--- config.mk ---
export PLATFORM = sky130hd
export DESIGN_NAME = segment_swapchain
export DESIGN_NICKNAME = d
export VERILOG_FILES = /design/src/rtl/segment_swapchain.sv
export SDC_FILE = /design/constraint.sdc
export NUM_CORES = 1
export LEC_CHECK = 0
export CELL_PAD_IN_SITES_DETAIL_PLACEMENT = 1
export CELL_PAD_IN_SITES_GLOBAL_PLACEMENT = 1
export CORE_UTILIZATION = 38
export DETAILED_ROUTE_END_ITERATION = 6
export PLACE_DENSITY_LB_ADDON = 0.3
export SYNTH_ARGS = -nofsm -noshare
export SYNTH_HDL_FRONTEND = slang
export SYNTH_SLANG_ARGS = --single-unit
--- constraint.sdc ---
create_clock -name CLK -period 2.6 [get_ports CLK]
set_input_delay 0.39 -clock CLK [delete_from_list [all_inputs] [get_ports CLK]]
set_output_delay 0.39 -clock CLK [all_outputs]
set_load 0.02 [all_outputs]
--- src/rtl/segment_swapchain.sv ---
// segment_swapchain: segment sequencer for the modulation / STM memory read path.
// Owns the read index for NUM_SEGMENTS memory segments. Each segment is played
// REP+1 times (all-ones REP = forever). Segment changes are either immediate or
// deferred until the active segment next wraps.
//
// Ports:
//   CLK, RST       clock, asynchronous active-high reset
//   UPDATE         1-cycle host commit; REQ_SEGMENT / REQ_MODE sampled with it
//   REQ_SEGMENT    requested segment
//   REQ_MODE       0 = immediate switch, 1 = switch at next wrap
//   CYCLE          per-segment last index, packed, segment 0 in LSBs
//   REP            per-segment repeat count, packed, segment 0 in LSBs
//   STEP           1-cycle advance strobe
//   SEGMENT, IDX   active segment and read index
//   STOP           finite repeats exhausted, IDX held at last index
//   PENDING        deferred swap waiting for a wrap
//   REQ_ERR        1-cycle pulse: out-of-range request dropped
module segment_swapchain #(
    parameter int unsigned NUM_SEGMENTS = 2,
    parameter int unsigned IDX_WIDTH    = 15,
    parameter int unsigned REP_WIDTH    = 16,
    localparam int unsigned SEG_W = (NUM_SEGMENTS > 2) ? $clog2(NUM_SEGMENTS) : 1
) (
    input  logic                              CLK,
    input  logic                              RST,
    input  logic                              UPDATE,
    input  logic [SEG_W-1:0]                  REQ_SEGMENT,
    input  logic                              REQ_MODE,
    input  logic [NUM_SEGMENTS*IDX_WIDTH-1:0] CYCLE,
    input  logic [NUM_SEGMENTS*REP_WIDTH-1:0] REP,
    input  logic                              STEP,
    output logic [SEG_W-1:0]                  SEGMENT,
    output logic [IDX_WIDTH-1:0]              IDX,
    output logic                              STOP,
    output logic                              PENDING,
    output logic                              REQ_ERR
);

    // Table padded to a power of two so any SEG_W value indexes in range.
    localparam int unsigned TBL_SIZE = 1 << SEG_W;

    typedef enum logic {StRun, StStopped} state_e;

    logic [IDX_WIDTH-1:0] cyc_tbl [TBL_SIZE];
    logic [REP_WIDTH-1:0] rep_tbl [TBL_SIZE];

    for (genvar g = 0; g < TBL_SIZE; g++) begin : g_tbl
        if (g < NUM_SEGMENTS) begin : g_real
            assign cyc_tbl[g] = CYCLE[g*IDX_WIDTH +: IDX_WIDTH];
            assign rep_tbl[g] = REP[g*REP_WIDTH +: REP_WIDTH];
        end else begin : g_pad
            assign cyc_tbl[g] = '0;
            assign rep_tbl[g] = '0;
        end
    end

    state_e               state_q;
    logic [SEG_W-1:0]     seg_q;
    logic [SEG_W-1:0]     pend_seg_q;
    logic [IDX_WIDTH-1:0] idx_q;
    logic [IDX_WIDTH-1:0] cyc_q;
    logic [REP_WIDTH-1:0] rep_q;
    logic [REP_WIDTH-1:0] loop_q;
    logic                 stop_q;
    logic                 pending_q;
    logic                 req_err_q;

    logic             req_valid;
    logic             imm_req;
    logic             sync_req;
    logic             wrap_step;
    logic             do_load;
    logic [SEG_W-1:0] load_seg;

    always_comb begin
        req_valid = 32'(REQ_SEGMENT) < NUM_SEGMENTS;
        imm_req   = UPDATE && req_valid && !REQ_MODE;
        sync_req  = UPDATE && req_valid && REQ_MODE;
        // In StStopped IDX already sits at cyc, so this also covers the stopped case.
        wrap_step = STEP && (idx_q == cyc_q);
        // Deferred swap uses the pending state from before this cycle's UPDATE.
        do_load   = imm_req || (wrap_step && pending_q);
        load_seg  = imm_req ? REQ_SEGMENT : pend_seg_q;
    end

    always_ff @(posedge CLK or posedge RST) begin
        if (RST) begin
            state_q    <= StRun;
            seg_q      <= '0;
            pend_seg_q <= '0;
            idx_q      <= '0;
            cyc_q      <= '0;
            rep_q      <= '1;
            loop_q     <= '0;
            stop_q     <= 1'b0;
            pending_q  <= 1'b0;
            req_err_q  <= 1'b0;
        end else begin
            req_err_q <= UPDATE && !req_valid;

            if (do_load) begin
                // Entering a segment: restart it and latch its length/repeat fields.
                seg_q     <= load_seg;
                idx_q     <= '0;
                loop_q    <= '0;
                cyc_q     <= cyc_tbl[load_seg];
                rep_q     <= rep_tbl[load_seg];
                stop_q    <= 1'b0;
                pending_q <= 1'b0;
                state_q   <= StRun;
            end else if (STEP && state_q == StRun) begin
                if (!wrap_step) begin
                    idx_q <= idx_q + IDX_WIDTH'(1);
                end else if (rep_q == '1) begin
                    idx_q <= '0;
                end else if (loop_q == rep_q) begin
                    state_q <= StStopped;
                    stop_q  <= 1'b1;
                end else begin
                    idx_q  <= '0;
                    loop_q <= loop_q + REP_WIDTH'(1);
                end
            end

            // Placed last so a request arriving on a swapping wrap stays pending.
            if (sync_req) begin
                pend_seg_q <= REQ_SEGMENT;
                pending_q  <= 1'b1;
            end
        end
    end

    assign SEGMENT = seg_q;
    assign IDX     = idx_q;
    assign STOP    = stop_q;
    assign PENDING = pending_q;
    assign REQ_ERR = req_err_q;

endmodule

==> results of run 1 <==
## through the flow
step	util	setup WS, ps	cell area, µm²
after floorplan	-	458.9	3829
after global placement	0.5000	261.7	4887
after detailed placement	0.5000	142.9	4887
after CTS	0.5193	189.2	5076
after global routing	0.5209	76.63	5091
final	0.5209	243.6	5091
## state kept, by name, summed over array words and instances, names as in the netlist
register	flops
IDX	15
loop_q	16
STOP	1
cyc_q	15
rep_q	16
SEGMENT	1
PENDING	1
pend_seg_q	1
## placed cells by master (no fill, tap or decap), types with 3 or more instances in the layout
master,instances
clkdlybuf4s50_1,85
dfrtp_1,50
nand2_1,48
o21ai_0,46
mux2i_1,38
nand4_1,19
a21oi_1,18
a31oi_1,18
xor2_1,16
dfstp_2,16
xnor2_1,15
nor2_1,15
buf_4,14
nand3_1,13
clkbuf_8,10
and3_1,8
inv_1,8
a41oi_1,6
nand2b_1,4
nor4_1,4
a21o_1,4
or3_1,3
clkbuf_1,3
## cell type report
type,count,area [µm²],area share
Clock buffer,13,148.9,0.02925
Clock inverter,3,40.04,0.007864
Inverter,9,33.78,0.006636
Multi-Input combinational cell,305,2034,0.3996
Sequential cell,66,1672,0.3283
Tap cell,133,166.4,0.03269
Timing Repair Buffer,101,996.0,0.1956
## worst reg2reg max path, cell delays in order, from the launching register on
cell	delay (ps)
dfrtp_1	480
xnor2_1	200
nand4_1	190
nor4_4	320
buf_4	250
nor4b_4	430
a41oi_1	210
a31oi_1	200
## power breakdown
| part | internal, µW | switching [µW] | total [µW] |
|---|---|---|---|
| registers | 1190 | 178 | 1370 |
| logic | 417 | 398 | 816 |
| clock network | 468 | 400 | 867 |
| total | 2080 | 976 | 3050 |
## logic make-up after synthesis
kind of cell / count (synthesis) / share of synthesized area
AOI/OAI and AO/OA: 103 / 0.1559
xor gates and xnor gates: 31 / 0.07091
adders and majority gates: 2 / 0.006535
buffers and inverters: 33 / 0.04019
DFF: 66 / 0.4366
muxes: 41 / 0.1078
other: 1 / 0.0009795
and+or+nand+nor: 127 / 0.1810
## metal layers
layer,vias to the layer above,part of all wire,track usage
met4,0,0.022,0.09560
met1,1709,0.45,0.3129
li1,1641,-,-
met5,-,0,0
met2,115,0.48,0.3820
met3,22,0.056,0.03967
## repair_timing
| action | CTS | global route |
|---|---|---|
| buffers inserted | 0 | 1 |
| hold buffers | 0 | 0 |
| resized for setup | 0 | 1 |
| hold endpoints to repair | 0 | 0 |
| endpoints found under the setup margin | 0 | 7 |
## cell usage after synthesis (all sizes together), types with 9 or more instances
| master | instances |
|---|---|
| nand4 | 19 |
| buf | 18 |
| nand3 | 13 |
| nand2 | 48 |
| dfrtp | 50 |
| dfstp | 16 |
| inv | 9 |
| o21ai | 47 |
| mux2i | 39 |
| nor2 | 15 |
| a21oi | 19 |
| xnor2 | 15 |
| a31oi | 18 |
| xor2 | 16 |
## path summary, 6_finish.rpt
kind	start	endpoint	slack (ps)	depth (start not counted)
min in group CLK	SEGMENT	SEGMENT	490	1
worst max-delay path	IDX[4]	loop_q[11]	240	7
worst min register to register	SEGMENT	SEGMENT	490	1
max in group asynchronous	RST	loop_q[0]	1570	3
worst min-delay path	RST	cyc_q[12]	410	2
worst max register to register	IDX[4]	loop_q[11]	240	7
==> run metrics, run 1 <==
layout cells sized above 1 0.1147; # Max-Cap Violations 0; Crit Path Max Fanout 16; min cycle time layout 2356 ps; vias 3,487; ANT cells 0; final std cells w/o fill 630; synth-to-layout area growth 32.97%; PortBufs 85; grt total ovfl 0; CTS clk-pin slew, worst paths 80 ps; Post-synth EDFFs 0; clk_skew 11.18 ps; syn avg cell area 9.477 µm²; initial antenna violation count 0; post-synth net total 474; Root Buffer clkbuf_8; post-synth cell types 42; Die Wd 102.4 µm; outcome complete, no violations; fmax 424.4 MHz; Final TNS setup 0 ps; largest area contributor in the netlist dfrtp_1; Power Density 599.4 nW/µm²; Max VDD drop 0.2210 mV; CTS sink cnt 66; Min-Delay Path Class primary input to async pin; gp weighted congestion 0.7977; Max Transition Viols Final 0; Final period util 0.9063; CP max stage cell dfrtp_1; final WL 11,390 µm; via-per-instance ratio 5.535; Critical Path End Type flip-flop; drt wl/cell 18.08 µm; Core ar. 9774 µm²; sequential area share after synthesis 0.4366; first-pass iteration count of the detailed router 4; vias in the first global route 3,653; number of buffers created by CTS 9; critical path's top delay family simple AND/OR/NAND/NOR gates; synthesized flop and latch total 66; slew margin rel. 0.5414; DP Cell Count 613; WP buf/inv 1; CTS HTree Levels 3; Min Hold Slack 413.5 ps; Synth area leaders dfrtp_1 33%, dfstp_2 11%, mux2i_1 10%, o21ai_0 6.0%, nand2_1 4.7%; Mapped Cells 404; die area 10,480 µm²; Worst Path Arrival 2610 ps; Leakage 0.002196 µW; first-pass GRT wire length 18,680 µm; top_reg_cell synth dfrtp_1; Critical Path Max Stage Delay 480 ps; asr flop ratio synth 1.000; HPWL Detailed 8357 µm; Initial Utilization 0.3917; later-pin clock latency in the skew report 340 ps; yosys warns 0; RSZ-0062 raised after global routing no; final hold vios 0; Pwr Total 3052 µW; Startpoint Class flip-flop; io pins 87; CTS max path bufs 2; top-area cell type share of the netlist area 0.3268; Final ANT Viol Nets 0; Final setup viols 0; Crit Path Class flip-flop to flip-flop; gr usage total 0.2355; Residual DRC 0; largest net degree at the start of global routing 53; Die Ht 102.4 µm; Worst Path Required 2860 ps; Cell Chain, Critical Path xnor2_1, nand4_1, nor4_4, buf_4, nor4b_4, a41oi_1, a31oi_1; # fillers 1,158; worst-margin pin slew 687.9 ps; CTS tree yes; Nets 562; drt initial violations 121; Post-Syn Area 3829 µm²; row count 36
Note: power is estimated with default switching activity, not from simulation.
==> run 2: changes to the inputs <==
--- a/config.mk
+++ b/config.mk
@@ -9,6 +9,7 @@
 export CELL_PAD_IN_SITES_GLOBAL_PLACEMENT = 1
 export CORE_UTILIZATION = 38
 export DETAILED_ROUTE_END_ITERATION = 6
+export HOLD_SLACK_MARGIN = 0.03
 export PLACE_DENSITY_LB_ADDON = 0.3
 export SYNTH_ARGS = -nofsm -noshare
 export SYNTH_HDL_FRONTEND = slang
==> results of run 2 <==
The final DEF is identical to that of run 1; final timing and power are the same.
==> variant 1 (settings of run 2) <==
Set the parameter `IDX_WIDTH` to 16 (it was 15).
--- a/src/rtl/segment_swapchain.sv
+++ b/src/rtl/segment_swapchain.sv
@@ -19,3 +19,3 @@
     parameter int unsigned NUM_SEGMENTS = 2,
-    parameter int unsigned IDX_WIDTH    = 15,
+    parameter int unsigned IDX_WIDTH    = 16,
     parameter int unsigned REP_WIDTH    = 16,
Interface: changed (resized CYCLE and IDX); port bits go from 87 to 90. The function was not compared with the original's and may differ.
==> variant 1 against run 2 <==
Cell count increased by 4.6%. Worst setup slack worse by 0.054 ns. Sequential share of layout area is 0.43 points lower. Wire length grew 3.5%. Total power shrank 3.7%. Final area increased by 4.4%. Global-route usage increased by 1.0 points. Area after synthesis rose by 1.1%. Critical path type unchanged. Worst hold slack worse by 0.0090 ns. Sequential cell count rose by 2. Non-clock buffer count rose by 12. First-iteration DRC count grew 25%.
==> variant 1: results (changes against run 2) <==
| Metric | Value |
|---|---|
| Status | completed (unchanged) |
| Synthesized Nets | 487 (was 474) |
| Complex-gate fraction of the synthesized area | 15.5% (was 15.6%) |
| R2R Path Start | loop_q[11]$_DFFE_PP0P_ (was IDX[4]$_DFFE_PP0P_) |
| DRT Wirelength | 11800 um (was 11400 um) |
| Max incr delay on CP | 0.54 ns (was 0.48 ns) |
| Met1 WL | 5260 um (was 5070 um) |
| Post-Synth XOR/XNOR Area | 8.14% (was 7.09%) |
| Commonest cells in the netlist | nand2_1, o21ai_0, dfrtp_1 (was dfrtp_1, nand2_1, o21ai_0) |
| R2R cell count | 8 (was 7) |
| Vias in the first global route | 3870 (was 3653) |
| Number of fill cells | 1175 (was 1158) |
| Mapped Cells | 415 (was 404) |
| Pleak | 2.34 nW (was 2.20 nW) |
| Comb power | 0.000664 W (was 0.000816 W) |
| DR WL met3 | 608 um (was 639 um) |
| GR met2 Demand/Resource | 41.1% (was 38.2%) |
| Slowest stage cell, crit path | or4_4 (was dfrtp_1) |
| Adder-Cell Fraction of Synth Area | 0.646% (was 0.654%) |
| Initial DRC count | 151 (was 121) |
| Sequential power share | 44.6% (was 44.8%) |
| Nets | 593 (was 562) |
| Final GP Congestion | 0.863 (was 0.798) |
| Sequential fraction of the synthesis area | 44.5% (was 43.7%) |
| Internal | 0.00208 W (about the same) |
| CP arrival | 2.65 ns (was 2.61 ns) |
| Unique masters post-synth | 44 (was 42) |
| IO buf count | 88 (was 85) |
| Post-DP HPWL | 9060 um (was 8360 um) |
| Worst-path fanout max | 17 (was 16) |
| GR Util All Layers | 24.6% (was 23.6%) |
| Placed Instances | 643 (was 613) |
-- variant 1: worst max-delay path by stage --
stage	end	cells after the start	startpoint	slack, ns
2_1_floorplan	IDX[11]$_DFFE_PP0P_	8	IDX[14]$_DFFE_PP0P_	0.26
3_3_place_gp	cyc_q[1]$_DFFE_PP0P_	6	UPDATE	0.31
3_5_place_dp	loop_q[4]$_DFFE_PP0P_	9	IDX[7]$_DFFE_PP0P_	0.15
4_1_cts	loop_q[4]$_DFFE_PP0P_	9	IDX[7]$_DFFE_PP0P_	0.14
5_1_grt	IDX[11]$_DFFE_PP0P_	8	loop_q[11]$_DFFE_PP0P_	0.003
6_report	IDX[12]$_DFFE_PP0P_	8	loop_q[11]$_DFFE_PP0P_	0.19
-- variant 1: cells by family after synthesis --
group,after synthesis
buf+inv,22
xor+xnor,36
mux,34
other cells,1
simple gates,150
compound gates,102
flops,68
fa+ha+maj,2
-- variant 1: final cells by class --
class / instances / area, um2 / share of cell area (%)
multi-input combinational: 325 / 2080 / 39.1
tap: 133 / 166 / 3.13
timing repair buffer: 113 / 1120 / 21.1
inverter: 4 / 15.0 / 0.283
clock inverter: 1 / 30.0 / 0.565
clock buffer: 15 / 186 / 3.51
sequential: 68 / 1720 / 32.4
-- variant 1: metrics by stage --
stage / hold slack [ns] / instance area, um2 / setup slack (ns) / total power [W]
floorplan: 0.469 / 3870 / 0.261 / 0.00166
global placement: 0.475 / 5100 / 0.308 / 0.00196
detailed placement: 0.479 / 5100 / 0.150 / 0.00199
CTS: 0.422 / 5310 / 0.137 / 0.00296
global route: 0.454 / 5310 / 0.00273 / 0.00307
finish: 0.405 / 5310 / 0.189 / 0.00294
==> variant 2 (flow settings as in run 2) <==
Without the edit above. Make the reset (`RST`) synchronous in one clocked block. Comments in the files are not updated.
--- a/src/rtl/segment_swapchain.sv
+++ b/src/rtl/segment_swapchain.sv
@@ -85,3 +85,3 @@
 
-    always_ff @(posedge CLK or posedge RST) begin
+    always_ff @(posedge CLK) begin
         if (RST) begin
Formal check against the unedited RTL: differs if RST is asserted again (counterexample within 4 cycles, from zero or initial values and one cycle with RST high); with RST held inactive, the same outputs for 4 cycles.
==> variant 2 against run 2 <==
Wire length increased by 1.6%. Register-to-register slack got worse by 0.21 ns. Sequential cell count is the same. Core utilization rose by 4.5 points. Area after synthesis fell by 7.2%. Die area fell by 7.1%. First-iteration DRC count grew 16%. Non-clock buffer count grew 22. Final area shrank 1.2%. Worst setup slack worse by 0.23 ns. Synthesized cell count is 5.4% higher.
Power is not compared: it rests on default switching activity, and its combinational part moved more than twofold at a synthesized area within 25%.
==> variant 2: results (changes against run 2) <==
| Metric | Value |
|---|---|
| Final GP Congestion | 0.845 (was 0.798) |
| Synth Warn # | 0 (unchanged) |
| Worst setup endpoint | loop_q[15]$_SDFFE_PP0P_ (was loop_q[11]$_DFFE_PP0P_) |
| WL/cell | 18.1 um (about the same) |
| Biggest regs | loop_q: 16 flops, rep_q: 16 flops (unchanged) |
| Commonest cells in the netlist | dfxtp_1, nor2_1, a21oi_1 (was dfrtp_1, nand2_1, o21ai_0) |
| Slew HR | 60.5% (was 54.1%) |
| Multi-input combinational area share | 42.7% (was 40.0%) |
| DR vias | 3620 (was 3487) |
| Number of fill cells | 1043 (was 1158) |
| Fraction of area in registers | 26.8% (was 32.8%) |
| Status | completed (unchanged) |
| Placed Instances | 625 (was 613) |
| Worst-path fanout max | 11 (was 16) |
| Clk_buf instances | 12 (was 13) |
| Crit. Startpoint | STEP (was IDX[4]$_DFFE_PP0P_) |
| Async SR Flop Fraction | 0% (was 100%) |
| Mapped Cells | 426 (was 404) |
| Post-DP HPWL | 8520 um (was 8360 um) |
| F_max | 0.387 GHz (was 0.424 GHz) |
| HP Class | reg2reg (was in2async) |
| Post-Synth XOR/XNOR Area | 8.35% (was 7.09%) |
| Unique masters post-synth | 40 (was 42) |
| Worst hold margin | 0.493 ns (was 0.414 ns) |
| Placed cell area | 0.00476 mm2 (was 0.00489 mm2) |
| Clk_lat worst skew | 0.35 ns |
| First-pass GRT wire length | 18800 um (was 18700 um) |
| Tot Pwr | 0.00240 W |
| Largest cells by area after synthesis | dfxtp_1, a211oi_1, nor2_1 (was dfrtp_1, dfstp_2, mux2i_1) |
| Nets | 598 (was 562) |
| Signal buf overhead | 23.4% (was 19.6%) |
| GR Util All Layers | 25.0% (was 23.6%) |
| FP Rows | 34 (was 36) |
| Clock network area share | 4.25% (was 3.71%) |
| CP arrival | 2.86 ns (was 2.61 ns) |
| Initial DRC count | 140 (was 121) |
| Post-synthesis mux area share | 5.64% (was 10.8%) |
| Clock buffer depth | 2 (unchanged) |
| Inverters | 2 (was 9) |
| Largest net degree at the start of global routing | 49 (was 53) |
| Clock skew | 0.0117 ns (was 0.0112 ns) |
| Complex-gate fraction of the synthesized area | 19.9% (was 15.6%) |
| Reg2reg setup slack | 0.03 ns (was 0.24 ns) |
| Vias in the first global route | 3810 (was 3653) |
| R2R Path Start | cyc_q[3]$_SDFFE_PP0P_ (was IDX[4]$_DFFE_PP0P_) |
| Final sequential cell count | 66 (unchanged) |
| Placement Setup Slack | -0.425 ns (was 0.143 ns) |
| Area Overhead vs Synth | 41.7% (was 33.0%) |
| Layout cells sized above 1 | 15.6% (was 11.5%) |
| Non-clk bufs | 123 (was 101) |
| Synthesized Nets | 496 (was 474) |
| Comb_multi_in | 326 (was 305) |
| Adder-Cell Fraction of Synth Area | 0.704% (was 0.654%) |
| Sequential fraction of the synthesis area | 37.2% (was 43.7%) |
| Post-Layout Cell Count | 641 (was 630) |
| CTS root buf | clkbuf_8 (unchanged) |
## variant 2: timing repair
item / 4_1_cts / 5_1_grt
pin swaps: 0 / 6
setup endpoints to repair: 9 / 12
resized for setup: 2 / 10
setup buffers: 0 / 0
gates cloned: 0 / 0
## variant 2: per-layer routing
| layer | vias up | part of all wire [%] | routed length, um | track usage, % |
|---|---|---|---|---|
| met5 | - | 0 | 0 | 0 |
| met4 | 0 | 2.1 | 242 | 10.7 |
| met3 | 25 | 5.6 | 646 | 4.82 |
| met2 | 115 | 48 | 5580 | 42.4 |
| met1 | 1734 | 44 | 5100 | 31.0 |
| li1 | 1746 | - | - | - |
## variant 2: worst max-delay path, stage by stage
cell and delay [ns]:
clkdlybuf4s50_1 0.50, nand4_1 0.15, or4_4 0.55, or4_4 0.51, buf_4 0.21, or3_1 0.37, a21oi_1 0.17
